$ cat config.mk
export PLATFORM = sky130hd
export DESIGN_NAME = disp_window_gen_flat
export DESIGN_NICKNAME = d
export VERILOG_FILES = /design/src/rtl/disp_window_gen_if.sv /design/src/rtl/disp_window_gen.sv /design/src/flat_wrapper.sv
export SDC_FILE = /design/constraint.sdc
export NUM_CORES = 1
export LEC_CHECK = 0
export ABC_AREA = 1
export BUFFER_PORTS_ARGS = -buffer_cell sky130_fd_sc_hd__buf_4
export CAP_MARGIN = 40
export CORE_MARGIN = 2
export CORE_UTILIZATION = 48
export DETAILED_ROUTE_END_ITERATION = 16
export PLACE_DENSITY = 0.82
export SYNTH_ARGS = -nofsm -noshare
export SYNTH_HDL_FRONTEND = slang
export SYNTH_SLANG_ARGS = --single-unit
$ cat constraint.sdc
create_clock -name clk -period 1.55 [get_ports clk]
set_input_delay 0.31 -clock clk [delete_from_list [all_inputs] [get_ports clk]]
set_output_delay 0.31 -clock clk [all_outputs]
set_load 0.1 [all_outputs]
$ cat src/rtl/disp_window_gen_if.sv
// Pixel-in, line-buffer SRAM and window-out signals of the 3x3 window generator.
// slave is the generator's view; master is the view of whoever feeds it and owns the SRAM.
interface disp_window_gen_if #(
   parameter int AWIDTH = 11,
   parameter int YWIDTH = 11,
   parameter int DW     = 8
);
   logic              pix_valid;
   logic              pix_sof;
   logic [DW-1:0]     pix_data;
   logic [AWIDTH-1:0] sram_aa;
   logic [3*DW-1:0]   sram_da;
   logic [3*DW-1:0]   sram_bweba;
   logic              sram_weba;
   logic [AWIDTH-1:0] sram_ab;
   logic              sram_webb;
   logic [3*DW-1:0]   sram_qb;
   logic              win_valid;
   logic [9*DW-1:0]   win;
   logic [AWIDTH-1:0] win_x;
   logic [YWIDTH-1:0] win_y;
   logic              frame_done;

   modport slave (
      input  pix_valid, pix_sof, pix_data, sram_qb,
      output sram_aa, sram_da, sram_bweba, sram_weba, sram_ab, sram_webb,
      output win_valid, win, win_x, win_y, frame_done
   );

   modport master (
      output pix_valid, pix_sof, pix_data, sram_qb,
      input  sram_aa, sram_da, sram_bweba, sram_weba, sram_ab, sram_webb,
      input  win_valid, win, win_x, win_y, frame_done
   );
endinterface

$ cat src/rtl/disp_window_gen.sv
// Streaming 3x3 disparity window generator: keeps the two previous rows in a dual-port
// line-buffer SRAM and emits one registered window per input pixel, two cycles later.
module disp_window_gen #(
   parameter int IMG_W  = 1920,
   parameter int IMG_H  = 1080,
   parameter int AWIDTH = 11,
   parameter int YWIDTH = 11,
   parameter int DW     = 8
) (
   input  logic               clk,
   input  logic               rst,
   disp_window_gen_if.slave   bus
);
   localparam logic [AWIDTH-1:0] LP_X_LAST = AWIDTH'(IMG_W - 1);
   localparam logic [YWIDTH-1:0] LP_Y_LAST = YWIDTH'(IMG_H - 1);
   localparam logic [AWIDTH-1:0] LP_X_ONE  = AWIDTH'(1);
   localparam logic [AWIDTH-1:0] LP_X_TWO  = AWIDTH'(2);
   localparam logic [YWIDTH-1:0] LP_Y_ONE  = YWIDTH'(1);
   localparam logic [YWIDTH-1:0] LP_Y_TWO  = YWIDTH'(2);

   logic [AWIDTH-1:0] r_x;
   logic [YWIDTH-1:0] r_y;
   logic              w_restart;
   logic [AWIDTH-1:0] w_pos_x;
   logic [YWIDTH-1:0] w_pos_y;

   logic              r_v1;
   logic [DW-1:0]     r_p1;
   logic [AWIDTH-1:0] r_x1;
   logic [YWIDTH-1:0] r_y1;

   logic [DW-1:0]     w_row_m1;
   logic [DW-1:0]     w_row_m2;
   logic              w_qb_unused;
   logic [3*DW-1:0]   w_col;
   logic [3*DW-1:0]   w_wr_data;
   logic [3*DW-1:0]   r_da_last;

   logic [3*DW-1:0]   r_col0;
   logic [3*DW-1:0]   r_col1;
   logic [3*DW-1:0]   r_col2;
   logic              w_win_ok;
   logic              w_win_last;
   logic              r_win_valid;
   logic [AWIDTH-1:0] r_win_x;
   logic [YWIDTH-1:0] r_win_y;
   logic              r_frame_done;
   logic [9*DW-1:0]   w_win;

   // r_x/r_y point at the next pixel; a qualified sof overrides them to (0,0)
   assign w_restart = bus.pix_valid & bus.pix_sof;
   assign w_pos_x   = w_restart ? '0 : r_x;
   assign w_pos_y   = w_restart ? '0 : r_y;

   always_ff @(posedge clk or negedge rst) begin
      if (!rst) begin
         r_x <= '0;
         r_y <= '0;
      end else if (bus.pix_valid) begin
         if (w_pos_x == LP_X_LAST) begin
            r_x <= '0;
            r_y <= w_pos_y + LP_Y_ONE;
         end else begin
            r_x <= w_pos_x + LP_X_ONE;
            r_y <= w_pos_y;
         end
      end
   end

   assign bus.sram_ab    = w_pos_x;
   assign bus.sram_webb  = 1'b1;
   assign bus.sram_bweba = '1;

   always_ff @(posedge clk or negedge rst) begin
      if (!rst) begin
         r_v1 <= 1'b0;
         r_p1 <= '0;
         r_x1 <= '0;
         r_y1 <= '0;
      end else begin
         r_v1 <= bus.pix_valid;
         if (bus.pix_valid) begin
            r_p1 <= bus.pix_data;
            r_x1 <= w_pos_x;
            r_y1 <= w_pos_y;
         end
      end
   end

   assign w_row_m1    = bus.sram_qb[DW-1:0];
   assign w_row_m2    = bus.sram_qb[2*DW-1:DW];
   assign w_qb_unused = ^bus.sram_qb[3*DW-1:2*DW];

   // column word keeps row r (0 = oldest) at [DW*r +: DW]
   assign w_col     = {r_p1, w_row_m1, w_row_m2};
   assign w_wr_data = {{DW{1'b0}}, w_row_m1, r_p1};

   always_ff @(posedge clk or negedge rst) begin
      if (!rst) begin
         r_da_last <= '0;
      end else if (r_v1) begin
         r_da_last <= w_wr_data;
      end
   end

   // write-back ages the column by one row; idle cycles keep the last address and data
   assign bus.sram_weba = ~r_v1;
   assign bus.sram_aa   = r_x1;
   assign bus.sram_da   = r_v1 ? w_wr_data : r_da_last;

   assign w_win_ok   = r_v1 && (r_x1 >= LP_X_TWO) && (r_y1 >= LP_Y_TWO);
   assign w_win_last = (r_x1 == LP_X_LAST) && (r_y1 == LP_Y_LAST);

   // columns are not cleared at a row wrap; the x >= 2 gate hides stale ones
   always_ff @(posedge clk or negedge rst) begin
      if (!rst) begin
         r_col0       <= '0;
         r_col1       <= '0;
         r_col2       <= '0;
         r_win_valid  <= 1'b0;
         r_win_x      <= '0;
         r_win_y      <= '0;
         r_frame_done <= 1'b0;
      end else begin
         r_win_valid  <= w_win_ok;
         r_frame_done <= w_win_ok && w_win_last;
         if (r_v1) begin
            r_col0 <= r_col1;
            r_col1 <= r_col2;
            r_col2 <= w_col;
         end
         if (w_win_ok) begin
            r_win_x <= r_x1 - LP_X_ONE;
            r_win_y <= r_y1 - LP_Y_ONE;
         end
      end
   end

   always_comb begin
      w_win = '0;
      for (int r = 0; r < 3; r++) begin
         w_win[DW*(3*r+0) +: DW] = r_col0[DW*r +: DW];
         w_win[DW*(3*r+1) +: DW] = r_col1[DW*r +: DW];
         w_win[DW*(3*r+2) +: DW] = r_col2[DW*r +: DW];
      end
   end

   assign bus.win_valid  = r_win_valid;
   assign bus.win        = w_win;
   assign bus.win_x      = r_win_x;
   assign bus.win_y      = r_win_y;
   assign bus.frame_done = r_frame_done;
endmodule
$ cat src/flat_wrapper.sv
// flat-port wrapper written by rule: the top's interface ports become plain ports
module disp_window_gen_flat 
#(
   parameter int IMG_W  = 1920,
   parameter int IMG_H  = 1080,
   parameter int AWIDTH = 11,
   parameter int YWIDTH = 11,
   parameter int DW     = 8
)
  (clk, rst, bus_pix_valid, bus_pix_sof, bus_pix_data, bus_sram_qb, bus_sram_aa, bus_sram_da, bus_sram_bweba, bus_sram_weba, bus_sram_ab, bus_sram_webb, bus_win_valid, bus_win, bus_win_x, bus_win_y, bus_frame_done);
  disp_window_gen_if #(.AWIDTH(AWIDTH), .YWIDTH(YWIDTH), .DW(DW)) bus_i ();
  input  logic clk;
  input  logic rst;
  input wire logic [$bits(bus_i.pix_valid)-1:0] bus_pix_valid;
  input wire logic [$bits(bus_i.pix_sof)-1:0] bus_pix_sof;
  input wire logic [$bits(bus_i.pix_data)-1:0] bus_pix_data;
  input wire logic [$bits(bus_i.sram_qb)-1:0] bus_sram_qb;
  output wire logic [$bits(bus_i.sram_aa)-1:0] bus_sram_aa;
  output wire logic [$bits(bus_i.sram_da)-1:0] bus_sram_da;
  output wire logic [$bits(bus_i.sram_bweba)-1:0] bus_sram_bweba;
  output wire logic [$bits(bus_i.sram_weba)-1:0] bus_sram_weba;
  output wire logic [$bits(bus_i.sram_ab)-1:0] bus_sram_ab;
  output wire logic [$bits(bus_i.sram_webb)-1:0] bus_sram_webb;
  output wire logic [$bits(bus_i.win_valid)-1:0] bus_win_valid;
  output wire logic [$bits(bus_i.win)-1:0] bus_win;
  output wire logic [$bits(bus_i.win_x)-1:0] bus_win_x;
  output wire logic [$bits(bus_i.win_y)-1:0] bus_win_y;
  output wire logic [$bits(bus_i.frame_done)-1:0] bus_frame_done;
  assign bus_i.pix_valid = bus_pix_valid;
  assign bus_i.pix_sof = bus_pix_sof;
  assign bus_i.pix_data = bus_pix_data;
  assign bus_i.sram_qb = bus_sram_qb;
  assign bus_sram_aa = bus_i.sram_aa;
  assign bus_sram_da = bus_i.sram_da;
  assign bus_sram_bweba = bus_i.sram_bweba;
  assign bus_sram_weba = bus_i.sram_weba;
  assign bus_sram_ab = bus_i.sram_ab;
  assign bus_sram_webb = bus_i.sram_webb;
  assign bus_win_valid = bus_i.win_valid;
  assign bus_win = bus_i.win;
  assign bus_win_x = bus_i.win_x;
  assign bus_win_y = bus_i.win_y;
  assign bus_frame_done = bus_i.frame_done;
  disp_window_gen #(.IMG_W(IMG_W), .IMG_H(IMG_H), .AWIDTH(AWIDTH), .YWIDTH(YWIDTH), .DW(DW)) u_core (.clk(clk), .rst(rst), .bus(bus_i));
endmodule
Word-level counts from Yosys, hierarchy flattened
Index checks and enable logic that the tools add are counted.
{"block": "op_classes", "muxes": 5, "n_bitwise": 2, "n_addsub": 4, "div_mod_pow": 0, "mul": 0, "reduce_logical": 4, "magnitude_cmp": 2, "shifts": 0, "n_eq_ne": 3}
{"op": "11-bit 2-to-1 mux", "count": 4}
{"op": "11-bit equality test, second input constant", "count": 3}
{"op": "24-bit 2-to-1 mux", "count": 1}
{"op": "11-bit by 1-bit adder with 11-bit output, second input constant", "count": 2}
{"op": "11-bit by 2-bit greater-or-equal comparator with 1-bit output, second input constant", "count": 2}
{"op": "11-bit by 1-bit subtractor with 11-bit output, second input constant", "count": 2}
{"op": "1-bit logical AND", "count": 4}
{"op": "1-bit bitwise AND", "count": 1}
{"op": "1-bit NOT", "count": 1}
{"block": "word_totals", "latchBits": 0, "ram_bits": 0, "inputBits": 36, "register_bits": 173, "mem_bits_ro": 0, "n_memories": 0, "output_inout_bits": 168, "wordCells": 34}

Longest topological paths before layout
Gate-level depths: netlist of run 1.
{"block": "logic_depth", "word_depth": 4, "ltp_mapped": 14, "depth_no_buf": 12}

Worst setup path before layout of run 1
OpenSTA, ideal clock, no wires.
{"block": "synth_timing", "kind": "input -> register", "startpoint": "input bus_pix_valid", "endpoint": "register u_core.r_x[10]", "path_slack_ps": -1807, "arrival_time_ps": 3237, "required_ps": 1430, "cell_stages": 13, "setup_ps": 120, "path_buffers": 2, "cell_sequence": "buf_6 > nand2_8 > inv_2 > buf_2 > nor2_1 > ha_1 > nand3_4 > nor2_8 > nand2_1 > nor2_1 > nand3_1 > nand3_1 > nand2_1"}
{"block": "synth_via", "elab_chain_cells": 4, "elab_cells_between_ends": 5, "cone_classes": "1 x add/sub; 1 x eq/ne; 2 x mux; 1 x bitwise"}
{"item": "start: declaration", "line_no": "flat_wrapper.sv:14", "text": "input wire logic [$bits(bus_i.pix_valid)-1:0] bus_pix_valid;"}
{"item": "1-bit bitwise AND *", "line_no": "disp_window_gen.sv:51", "text": "assign w_restart = bus.pix_valid & bus.pix_sof;"}
{"item": "11-bit 2-to-1 mux *", "line_no": "disp_window_gen.sv:52", "text": "assign w_pos_x = w_restart ? '0 : r_x;"}
{"item": "via bus_sram_ab[0]", "line_no": "flat_wrapper.sv:22", "text": "output wire logic [$bits(bus_i.sram_ab)-1:0] bus_sram_ab;"}
{"item": "11-bit by 1-bit adder with 11-bit output or 11-bit equality test (tied branches)", "line_no": "disp_window_gen.sv:64, disp_window_gen.sv:60"}
{"item": "11-bit 2-to-1 mux *", "line_no": "disp_window_gen.sv:60", "text": "if (w_pos_x == LP_X_LAST) begin"}
{"item": "end signal: assignment", "line_no": "disp_window_gen.sv:64", "text": "r_x <= w_pos_x + LP_X_ONE;"}
{"item": "end: declaration", "line_no": "disp_window_gen.sv:21", "text": "logic [AWIDTH-1:0] r_x;"}
Mark *: on every way through the listed nets, which the timed path passes. The rest lies on a longest branch.
A chain may end at the register's enable or synchronous reset.

Final worst setup path of run 1
{"block": "layout_timing", "startpoint": "register u_core.r_v1", "endpoint": "output bus_sram_da[13]"}
{"block": "layout_via", "elab_chain_cells": 1}
{"item": "start: declaration", "line_no": "disp_window_gen.sv:27", "text": "logic r_v1;"}
{"item": "start signal: assignment", "line_no": "disp_window_gen.sv:81", "text": "r_v1 <= bus.pix_valid;"}
{"item": "24-bit 2-to-1 mux", "line_no": "disp_window_gen.sv:109", "text": "assign bus.sram_da = r_v1 ? w_wr_data : r_da_last;"}
{"item": "end: declaration", "line_no": "flat_wrapper.sv:19", "text": "output wire logic [$bits(bus_i.sram_da)-1:0] bus_sram_da;"}
Every way passes these cells.

==> summary.md, run 1 <==
| Metric | Value |
|---|---|
| Outcome | complete, but fails checks |
| Failing checks | negative setup slack |
| R2R cell count | 11 |
| Io pins | about 200 |
| Initial antenna violation count | 0 |
| Largest net degree at the start of global routing | 43 |
| Arr. time, crit path | 1.55 ns |
| Startpoint types | register |
| Worst setup path end | bus_sram_da[13] |
| Longest Clk Path Bufs | 2 |
| Final Util | ~79% |
| Setup WS post-layout | -0.307 ns |
| Maximum vdd drop | 0.00124 V |
| Power density over the cells | about 1500 nW/um2 |
| Synth unique cells | 33 |
| Slowest-stage cell, CP | dfrtp_2 |
| Clock slew seen by the registers of the worst setup and hold paths | 0.07 ns |
| R2R Setup Slk | -0.13 ns |
| DP HPWL | 13900 um |
| Hold Crit Class | primary input to register |
| Worst r2r src | u_core.r_x[1] |
| Detailed-route via count | 7099 |
| Design area | 12000 um2 |
| H-tree Lvls | 4 |
| Layout Skew | slightly above 0.008 ns |
| Clock share of power | between 20% and 30% |
| Most instantiated library cell after synthesis | nand2_1 |
| Highest clock rate | around 0.54 GHz |
| Total Routed Length | around 26000 um |
| Grt ovf | 0 |
| Setup violators final | between 50 and 60 |
| Number of global-route vias before repair | between 7000 and 8000 |
| Post-Syn Area | roughly 7600 um2 |
| TritonCTS buffer count | 17 |
| Worst setup EP type | primary output |
| Register area share after synthesis | 57.1% |
| Flops & latches, synth | 173 |
| Drt pass-1 iters | 6 |
| Detailed Route Iter0 Violations | approximately 680 |
| Drt via density | approximately 5.3 |
| Crit-path cells | clkinv_4, clkbuf_16, nand2_2, nand2_4, buf_12 |
| GRT Util Overall | 27.5% |
| Row count | 45 |
| DRC | 0 |
| Multi-input logic area | 3460 um2 |
| Clock Latency Late Sink | between 0.4 and 0.5 ns |
| Diodes inserted | 0 |
| Worst path max stage delay | about 0.45 ns |
| Antenna Violating Nets Remaining | 0 |
| Switch Pwr | ~8.5 mW |
| Clock root buffer | clkbuf_16 |
| Fill count | roughly 830 |
| Combinational power share | 43.6% |
| Worst-path maximum fanout | 6 |
| Minimum hold slack | roughly 0.08 ns |
| Start point of the critical path | u_core.r_v1 |
| Post-DP Area | approximately 9900 um2 |
| Share of the synthesized area in the top cell type | roughly 57% |
| CTS tree | yes |
| Die area | around 17000 um2 |
| DIE WIDTH | 130 um |
| Max Cap Viol | 0 |
| Top FF cell, synth | dfrtp_1 |
| Critical path type | register to primary output |
| Pleak | 6.06 nW |
| Synth area leader | dfrtp_1 |
| Core Area | approximately 15000 um2 |
| RSZ-0062 raised after global routing | yes |
| Sw Ratio | around 47% |
| Final hold vios | 0 |
| Synthesis-to-layout area growth | 58.8% |
| Pint | ~9.5 mW |
| Share of cells above drive strength 1 | a little over two fifths |
| FF-to-FF End | u_core.r_x[7] |
| Post-layout min period | ~1.9 ns |
| Syn Inst Count | 846 |
| Async set or reset register ratio after synthesis | between 90% and 100% |
| Placer Congestion | about 0.85 |
| Ys Warns | 0 |
| Slew Viols, Final | 0 |
| Layout Nets | 1170 |
| Synth cell count leaders | nand2_1 (292), dfrtp_1 (173), o21ai_0 (90), inv_1 (78), nor2_1 (41) |
| Flop pwr share | a little under a third |
| Storage element area | 4360 um2 |
| Top cells by area, synth | dfrtp_1 (57%), nand2_1 (14%), o21ai_0 (5.9%), inv_1 (3.9%), buf_4 (2.5%) |
| Port buffer count | 170 |
| Global-route wire length before repair | approximately 35000 um |
| Post-synth EDFFs | 0 |
| CP required | 1.24 ns |
| DR WL/cell | roughly 19 um |
| Starting Density | 49.5% |
| Final Cycle Share | 120% |
| Clock Sinks | about 170 |
| Mean post-synth cell area | approximately 9 um2 |
| Die Y | around 130 um |
state kept, by name (all words and copies together), names as in the netlist, 8 cells and up:
signal and cells:
u_core.bus.win_x 11, u_core.r_x 11, u_core.r_p1 8, u_core.r_col1 24, u_core.r_y 11, u_core.bus.sram_aa 11, u_core.r_da_last 24, u_core.bus.win_y 11
u_core.r_col0 24, u_core.r_y1 11, u_core.r_col2 24
per-layer routing:
layer	up-vias	global-route usage [%]	wire [um]
li1	3151	-	-
met4	0	12.1	1210
met2	375	51.1	13800
met5	-	0	0
met1	3473	29.8	9070
met3	100	6.11	1980
cell families (layout without fill, tap and decap cells):
group	after synthesis	in the layout	share of synthesized area, %
buffers and inverters	138	406	8.47
flip-flops	173	173	57.1
other	1	25	0.0495
AO/OA/AOI/OAI	97	97	6.45
adder cells (fa/ha/maj)	8	8	1.32
XOR/XNOR	28	28	3.23
AND/OR/NAND/NOR	401	402	23.4
through the flow:
step	setup slack, ns	total power [mW]	cells	TNS [ns]
floorplan	-0.806	11.0	870	-24.95
global placement	-0.217	12.6	1277	-3.32
detailed placement	-0.281	12.6	1277	-5.17
CTS	-0.347	17.4	1319	-7.81
global route	-0.345	18.5	1350	-11.87
finish	-0.307	18.0	1350	-7.93
cell usage in the layout (no fill, tap or decap), types with 4 or more instances in the layout:
master / count
dfrtp_2: 4
dfrtp_1: 161
inv_6: 4
nand2_4: 30
o21ai_0: 67
dfrtp_4: 8
buf_4: 222
buf_12: 49
nand2_2: 34
buf_6: 13
o21ai_1: 17
nor2_2: 13
conb_1: 25
xor2_1: 21
inv_1: 64
o21ai_2: 9
nor2_1: 14
clkbuf_16: 23
nand3_1: 14
ha_1: 5
nand2_1: 226
inv_2: 10
xnor2_1: 6
nor2_4: 29
nand3_2: 12
nand2_8: 11
clkinv_4: 5
nand4_1: 10
power by group through the flow:
stage	logic [mW]	registers, mW	clock network (mW)
after CTS	7.38	5.54	4.48
after global routing	8.08	5.71	4.71
after floorplan	1.78	9.26	0
final	7.83	5.66	4.49
after global placement	6.96	5.59	0
after detailed placement	7.03	5.61	0
worst min-delay path by stage:
stage,startpoint,endpoint,slack [ns],cells after the start
6_report,bus_sram_qb[13],u_core.r_col2[5],0.08,3
5_1_grt,bus_sram_qb[13],u_core.r_col2[5],0.07,3
4_1_cts,bus_sram_qb[15],u_core.r_col2[7],0.07,3
3_5_place_dp,rst,u_core.r_da_last[13],0.26,1
3_3_place_gp,rst,u_core.r_da_last[13],0.26,1
2_1_floorplan,rst,u_core.bus.frame_done,0.01,0
cell type report:
type | count | share of cell area [%]
Clock inverter | 14 | 1.51
Inverter | 81 | 2.69
Clock buffer | 18 | 3.56
Timing Repair Buffer | 293 | 25.0
Sequential cell | 173 | 36.2
Tap cell | 211 | 2.19
Multi-Input combinational cell | 560 | 28.8
worst max-delay path: cells and delay by family, from the launching register on:
kind	cells	cell delay (ns)
buffers and inverters	3	0.50
flip-flops	1	0.45
AND/OR/NAND/NOR	2	0.15
timing repair:
item,CTS,global route
setup endpoints to repair,54,79
pin swaps,9,25
hold buffers,1,0
endpoints found under the hold margin,34,0
setup buffers,6,24
resized for setup,157,136
gates cloned,3,7
Power figures use the tool's default switching activity.
==> run 2: changes to the inputs <==
--- a/config.mk
+++ b/config.mk
@@ -11,7 +11,8 @@
 export CORE_MARGIN = 2
 export CORE_UTILIZATION = 48
 export DETAILED_ROUTE_END_ITERATION = 16
-export PLACE_DENSITY = 0.82
+export PLACE_DENSITY = 0.86
+export RECOVER_POWER = 50
 export SYNTH_ARGS = -nofsm -noshare
 export SYNTH_HDL_FRONTEND = slang
 export SYNTH_SLANG_ARGS = --single-unit
==> run 2 against run 1 <==
The run still ends with negative setup slack left. Via count grew 0.30%. Register-to-register slack gained 0.05 ns. Global-route usage grew 0.61 points. Clock power shrank 2%. Clock skew grew 0.0059 ns. Flip-flop and latch count is the same. Critical path type unchanged.
==> summary.md, run 2 (synthesis gave the netlist of run 1 again) <==
| Metric | Value |
|---|---|
| Failing checks | negative setup slack (unchanged) |
| Die area | 16800 um2 (unchanged) |
| Crit-path cells | clkinv_4, buf_12, nand2_2, nand2_4, buf_12 (was clkinv_4, clkbuf_16, nand2_2, nand2_4, buf_12) |
| Pleak | 5.95 nW (was 6.06 nW) |
| Sw Ratio | 48.3% (was 47.3%) |
| Worst path max stage delay | 0.47 ns (was 0.45 ns) |
| Most common cell on crit path | buf_12 |
| Detailed Route Iter0 Violations | 742 (was 675) |
| Longest Clk Path Bufs | 2 (unchanged) |
| Core Area | 15300 um2 (unchanged) |
| Slew HR | between 20 and 30% |
| Power density over the cells | 1510 nW/um2 (was 1490 nW/um2) |
| Diodes inserted | 0 (unchanged) |
| Setup TNS | -8.95 ns (was -7.93 ns) |
| DR WL/cell | 19.6 um (was 19.3 um) |
| Highest clock rate | 0.518 GHz (was 0.538 GHz) |
| Row count | 45 (unchanged) |
| Layout Nets | 1160 (was 1170) |
| Starting Density | 49.5% (unchanged) |
| Clock share of power | 24.4% (was 25.0%) |
| R2R cell count | 9 (was 11) |
| Placer Congestion | 0.889 (was 0.853) |
| Synthesis-to-layout area growth | 57.5% (was 58.8%) |
| Initial antenna violation count | 0 (unchanged) |
| Detailed-route via count | 7120 (was 7099) |
| Slew Viols, Final | 0 (unchanged) |
| Drt pass-1 iters | 5 (was 6) |
| Critical path type | register to primary output (unchanged) |
| Largest net degree at the start of global routing | 51 (was 43) |
| Clock root buffer | clkbuf_16 (unchanged) |
| Flop pwr share | 31.7% (was 31.5%) |
| Number of global-route vias before repair | 6892 (was 7008) |
| Hold Crit Class | primary input to register (unchanged) |
| Combinational power share | 43.9% (was 43.6%) |
| RSZ-0062 raised after global routing | yes (unchanged) |
| Max Cap Viol | 0 (unchanged) |
| Pint | 9.34 mW (was 9.47 mW) |
| Startpoint types | register (unchanged) |
| Switch Pwr | 8.70 mW (was 8.52 mW) |
| Setup violators final | 75 (was 52) |
| Worst setup EP type | primary output (unchanged) |
| Fill count | 860 (was 833) |
| CP top delay family | flip-flops (was buffers and inverters) |
| Port buffer count | 170 (unchanged) |
| Io pins | 204 (unchanged) |
| Clock Sinks | 173 (unchanged) |
| Antenna Violating Nets Remaining | 0 (unchanged) |
| Hold Path Depth | 3 (unchanged) |
| Commonest cells after routing, fill and taps aside | nand2_1 (219), buf_4 (203), dfrtp_1 (161) (was nand2_1 (226), buf_4 (222), dfrtp_1 (161)) |
| Worst-path maximum fanout | 10 (was 6) |
| Final hold vios | 0 (unchanged) |
| Drt via density | 5.31 (was 5.26) |
| DRC | 0 (unchanged) |
| Post-layout min period | 1.93 ns (was 1.86 ns) |
| CP required | 1.24 ns (about the same) |
| Arr. time, crit path | 1.62 ns (was 1.55 ns) |
| CTS tree | yes (unchanged) |
| Final Cycle Share | 124% (was 120%) |
| TritonCTS buffer count | 17 (unchanged) |
| Leading cell type in the layout, fill and taps excluded | nand2_1 (unchanged) |
| Clock Latency Late Sink | 0.45 ns (was 0.44 ns) |
| Clock slew seen by the registers of the worst setup and hold paths | 0.08 ns (was 0.07 ns) |
| Final Non-Filler Cells | 1340 (was 1350) |
| Global-route wire length before repair | 36100 um (was 35500 um) |
| Outcome | complete, but fails checks (unchanged) |
| Maximum vdd drop | 0.000963 V (was 0.00124 V) |
| Instance count on the critical path | 5 (unchanged) |
| GRT Util Overall | 28.1% (was 27.5%) |
| Buf+Inv Stages, Crit Path | 3 (unchanged) |
| Worst-margin pin slew | between 1 and 1.5 ns |
| DIE WIDTH | 130 um (unchanged) |
| Setup WS post-layout | -0.380 ns (was -0.307 ns) |
| Placed insts | 1273 (was 1277) |
| Slowest-stage cell, CP | dfrtp_2 (unchanged) |
| Grt ovf | 0 (unchanged) |
| Layout Skew | 0.0140 ns (was 0.00808 ns) |
| Die Y | 130 um (unchanged) |
| DP HPWL | 14600 um (was 13900 um) |
| H-tree Lvls | 4 (unchanged) |
| Total Routed Length | 26300 um (was 26000 um) |
| Share of cells above drive strength 1 | 42.8% (was 43.8%) |
[run 2: cell count changes in the layout (fill, tap and decap cells not counted), moves of 3 or more]
cell and delta:
buf_4 -19, nor2_1 +4, nand3_1 +6, inv_1 +4, buf_8 +4, nand3_2 -6, nand2_1 -7, clkinv_4 -3
nor2_4 -3, inv_2 -4, inv_8 +5, nand2_2 +8, o21ai_1 -4, nand2_4 -3
[run 2: per-stage QoR]
step	total power [mW]	cell area [um2]	hold WS [ns]	worst slack, ns	util (%)
floorplan	11.0	8070	0.0144	-0.806	-
global placement	12.6	9870	0.248	-0.221	64.4
detailed placement	12.7	9870	0.254	-0.255	64.4
CTS	17.4	11300	0.0635	-0.315	73.8
global route	18.6	11900	0.0692	-0.422	77.9
finish	18.0	11900	0.0656	-0.380	77.9
[run 2: area by class of cell]
cell class	instances	area, um2	area share [%]
timing repair buffer	283	2950	24.7
sequential	173	4360	36.6
clock buffer	18	439	3.68
inverter	81	323	2.70
multi-input combinational	560	3440	28.8
clock inverter	14	164	1.37
tap	211	264	2.21
[run 2: final timing paths]
check,from,end,slack [ns]
hold reg to reg,u_core.r_p1[7],u_core.r_p1[7],0.49
min in group asynchronous,rst,u_core.r_y1[8],0.60
setup reg to reg,u_core.r_x[1],u_core.r_y[5],-0.08
hold / removal,bus_pix_data[3],u_core.r_p1[3],0.07
max in group asynchronous,rst,u_core.r_col1[18],0.07
setup / recovery,u_core.r_v1,bus_sram_da[15],-0.38
[run 2: power groups by stage]
stage / Sequential (mW) / Combinational, mW / Clock, mW
3_5_place_dp: 5.62 / 7.06 / 0
6_report: 5.72 / 7.91 / 4.40
2_1_floorplan: 9.26 / 1.78 / 0
4_1_cts: 5.55 / 7.47 / 4.38
5_1_grt: 5.77 / 8.15 / 4.64
3_3_place_gp: 5.59 / 6.97 / 0
[run 2: layer usage]
metal | wire length [um] | global-route usage, % | vias up
li1 | - | - | 3130
met3 | 2420 | 8.09 | 120
met4 | 1330 | 13.0 | 0
met2 | 13400 | 48.7 | 408
met5 | 0 | 0 | -
met1 | 9120 | 32.1 | 3462
[run 2: worst min-delay path, cell delays in order]
cell and delay (ns):
buf_4 0.08, nand2_1 0.04, nand2_1 0.05
[run 2: repair_timing]
item | 4_1_cts | 5_1_grt
pin swaps | 9 | 13
hold endpoints to repair | 33 | 0
resized for setup | 182 | 119
buffers inserted | 9 | 16
hold buffers | 1 | 0
cloned | 3 | 7
endpoints found under the setup margin | 73 | 84
==> run 3: changes to the inputs <==
--- a/config.mk
+++ b/config.mk
@@ -8,7 +8,8 @@
 export ABC_AREA = 1
 export BUFFER_PORTS_ARGS = -buffer_cell sky130_fd_sc_hd__buf_4
 export CAP_MARGIN = 40
-export CORE_MARGIN = 2
+export CORE_ASPECT_RATIO = 1.2
+export CORE_MARGIN = 4
 export CORE_UTILIZATION = 48
 export DETAILED_ROUTE_END_ITERATION = 16
 export PLACE_DENSITY = 0.86
==> run 3 against run 2 <==
Fmax grew 3.8%. The flow still finishes with violations (negative setup slack). Largest cell class unchanged. Critical path depth is the same. Worst hold slack gained 0.0051 ns. Via count shrank 1.8%. Final area shrank 0.11%. Power shrank 1.4%. Sequential power shrank 0.9%. Largest power group unchanged.
==> summary.md, run 3 (synthesis gave the netlist of run 1 again) <==
| Metric | Value |
|---|---|
| Io pins | 204 (unchanged) |
| RSZ-0062 raised after global routing | yes (unchanged) |
| Diodes inserted | 0 (unchanged) |
| Clock Latency Late Sink | 0.44 ns (was 0.45 ns) |
| DRC | 0 (unchanged) |
| Antenna Violating Nets Remaining | 0 (unchanged) |
| Post-layout min period | 1.86 ns (was 1.93 ns) |
| Clock root buffer | clkbuf_16 (unchanged) |
| Flop pwr share | 31.9% (was 31.7%) |
| Starting Density | 48.7% (was 49.5%) |
| Power density over the cells | 1490 nW/um2 (was 1510 nW/um2) |
| DIE WIDTH | 123 um (was 130 um) |
| Combinational power share | 44.2% (was 43.9%) |
| DP HPWL | 14400 um (was 14600 um) |
| Final hold vios | 0 (unchanged) |
| CP required | 1.24 ns (about the same) |
| Initial antenna violation count | 0 (unchanged) |
| Worst path max stage delay | 0.48 ns (was 0.47 ns) |
| Longest Clk Path Bufs | 2 (unchanged) |
| Pint | 9.18 mW (was 9.34 mW) |
| Highest clock rate | 0.538 GHz (was 0.518 GHz) |
| Startpoint types | register (unchanged) |
| Crit-path cells | inv_4, clkbuf_16, nand2_1, nand2_4, buf_12 (was clkinv_4, buf_12, nand2_2, nand2_4, buf_12) |
| Leading cell type in the layout, fill and taps excluded | nand2_1 (unchanged) |
| Synthesis-to-layout area growth | 57.3% (was 57.5%) |
| DR WL/cell | 19.0 um (was 19.6 um) |
| R2R cell count | 8 (was 9) |
| Detailed-route via count | 6992 (was 7120) |
| Clock slew seen by the registers of the worst setup and hold paths | 0.08 ns (about the same) |
| Final Util | 76.5% (was 77.9%) |
| Detailed Route Iter0 Violations | 630 (was 742) |
| Global-route wire length before repair | 37500 um (was 36100 um) |
| Port buffer count | 170 (unchanged) |
| Pleak | 5.96 nW (was 5.95 nW) |
| Worst setup EP type | primary output (unchanged) |
| Clock Sinks | 173 (unchanged) |
| Worst-margin pin slew | 0.642 ns (was 1.05 ns) |
| Max Cap Viol | 0 (unchanged) |
| Clock share of power | 23.9% (was 24.4%) |
| Hold Crit Class | primary input to register (unchanged) |
| Share of cells above drive strength 1 | 43.3% (was 42.8%) |
| Slew Viols, Final | 0 (unchanged) |
| Number of global-route vias before repair | 7008 (was 6892) |
| Die Y | 146 um (was 130 um) |
| Tot Pwr | 17.8 mW (was 18.0 mW) |
| Failing checks | negative setup slack (unchanged) |
| Placed insts | 1268 (was 1273) |
| Arr. time, crit path | 1.55 ns (was 1.62 ns) |
| Setup WS post-layout | -0.309 ns (was -0.380 ns) |
| Layout Skew | 0.0174 ns (was 0.0140 ns) |
| CP top delay family | buffers and inverters (was flip-flops) |
| Final Cycle Share | 120% (was 124%) |
| Minimum hold slack | 0.0706 ns (was 0.0656 ns) |
| TritonCTS buffer count | 17 (unchanged) |
| Critical path type | register to primary output (unchanged) |
| Final Non-Filler Cells | 1346 (was 1340) |
| Slowest-stage cell, CP | dfrtp_2 (unchanged) |
| Drt pass-1 iters | 7 (was 5) |
| Worst-path maximum fanout | 7 (was 10) |
| Switch Pwr | 8.61 mW (was 8.70 mW) |
| Die area | 17900 um2 (was 16800 um2) |
| Placer Congestion | 0.893 (was 0.889) |
| Hold Path Depth | 3 (unchanged) |
| Buf+Inv Stages, Crit Path | 3 (unchanged) |
| Slew HR | 57.2% (was 29.9%) |
| Row count | 50 (was 45) |
| Maximum vdd drop | 0.00121 V (was 0.000963 V) |
| Core Area | 15600 um2 (was 15300 um2) |
| CTS tree | yes (unchanged) |
| GRT Util Overall | 26.9% (was 28.1%) |
| Drt via density | 5.19 (was 5.31) |
| Setup violators final | 69 (was 75) |
| Instance count on the critical path | 5 (unchanged) |
| Layout Nets | 1169 (was 1160) |
| Commonest cells after routing, fill and taps aside | nand2_1 (227), buf_4 (220), dfrtp_1 (160) (was nand2_1 (219), buf_4 (203), dfrtp_1 (161)) |
| Largest net degree at the start of global routing | 47 (was 51) |
| Sw Ratio | 48.4% (was 48.3%) |
| Total Routed Length | 25500 um (was 26300 um) |
| H-tree Lvls | 4 (unchanged) |
| Grt ovf | 0 (unchanged) |
| Outcome | complete, but fails checks (unchanged) |
==> run 3: changes by cell type in the layout (fill, tap and decap cells not counted), sizes merged <==
cell	before	now
inv	87	86
buf	272	275
bufinv	1	0
bufbuf	1	4
clkinv	4	6
clkbuf	27	30
==> run 3: power groups by stage <==
stage / combinational, mW / sequential (mW) / clock, mW
global route: 8.12 / 5.73 / 4.47
global placement: 6.98 / 5.59 / 0
CTS: 7.46 / 5.54 / 4.23
detailed placement: 7.07 / 5.61 / 0
floorplan: 1.78 / 9.26 / 0
finish: 7.87 / 5.67 / 4.24
==> run 3: metal layers <==
layer | GRT usage, % | vias up | share of wire [%] | wire length [um]
met3 | 7.12 | 79 | 8.1 | 2080
met5 | 0 | - | 0 | 0
met4 | 9.30 | 0 | 3.9 | 992
met2 | 48.8 | 350 | 53 | 13700
met1 | 29.9 | 3411 | 34 | 8810
li1 | - | 3152 | - | -
==> run 3: what timing repair did <==
item	CTS	global route
hold buffers	1	0
hold endpoints to repair	38	0
pin swaps	13	28
buffers inserted	15	21
resized for setup	178	115
endpoints found under the setup margin	61	82
cloned	5	5
==> run 3: cell type report <==
cell class	count	area (um2)
Fill cell	897	3650
Inverter	81	325
Multi-Input combinational cell	560	3430
Clock buffer	18	439
Clock inverter	14	148
Timing Repair Buffer	292	2950
Tap cell	208	260
Sequential cell	173	4370
==> run 3: final timing paths <==
check / to / slack (ns) / startpoint
min in group asynchronous: u_core.r_col2[4] / 0.46 / rst
worst max-delay path: bus_sram_da[9] / -0.31 / u_core.r_v1
worst min-delay path: u_core.r_col2[7] / 0.07 / bus_sram_qb[15]
worst min register to register: u_core.bus.win_y[3] / 0.49 / u_core.bus.win_y[3]
worst max register to register: u_core.bus.win_y[6] / -0.11 / u_core.bus.sram_aa[7]
max in group asynchronous: u_core.r_col2[17] / 0.16 / rst
==> run 3: worst min-delay path: stages <==
cell     delay [ns]
buf_4          0.07
nand2_1        0.04
nand2_1        0.05
==> run 3: through the flow <==
step           worst slack (ns)  setup TNS [ns]  instance area (um2)
3_3_place_gp             -0.220           -5.69                 9870
4_1_cts                  -0.297           -6.88                11400
6_report                 -0.309           -8.93                11900
5_1_grt                  -0.362          -12.98                11900
3_5_place_dp             -0.264           -7.99                 9870
2_1_floorplan            -0.806          -24.95                 8070
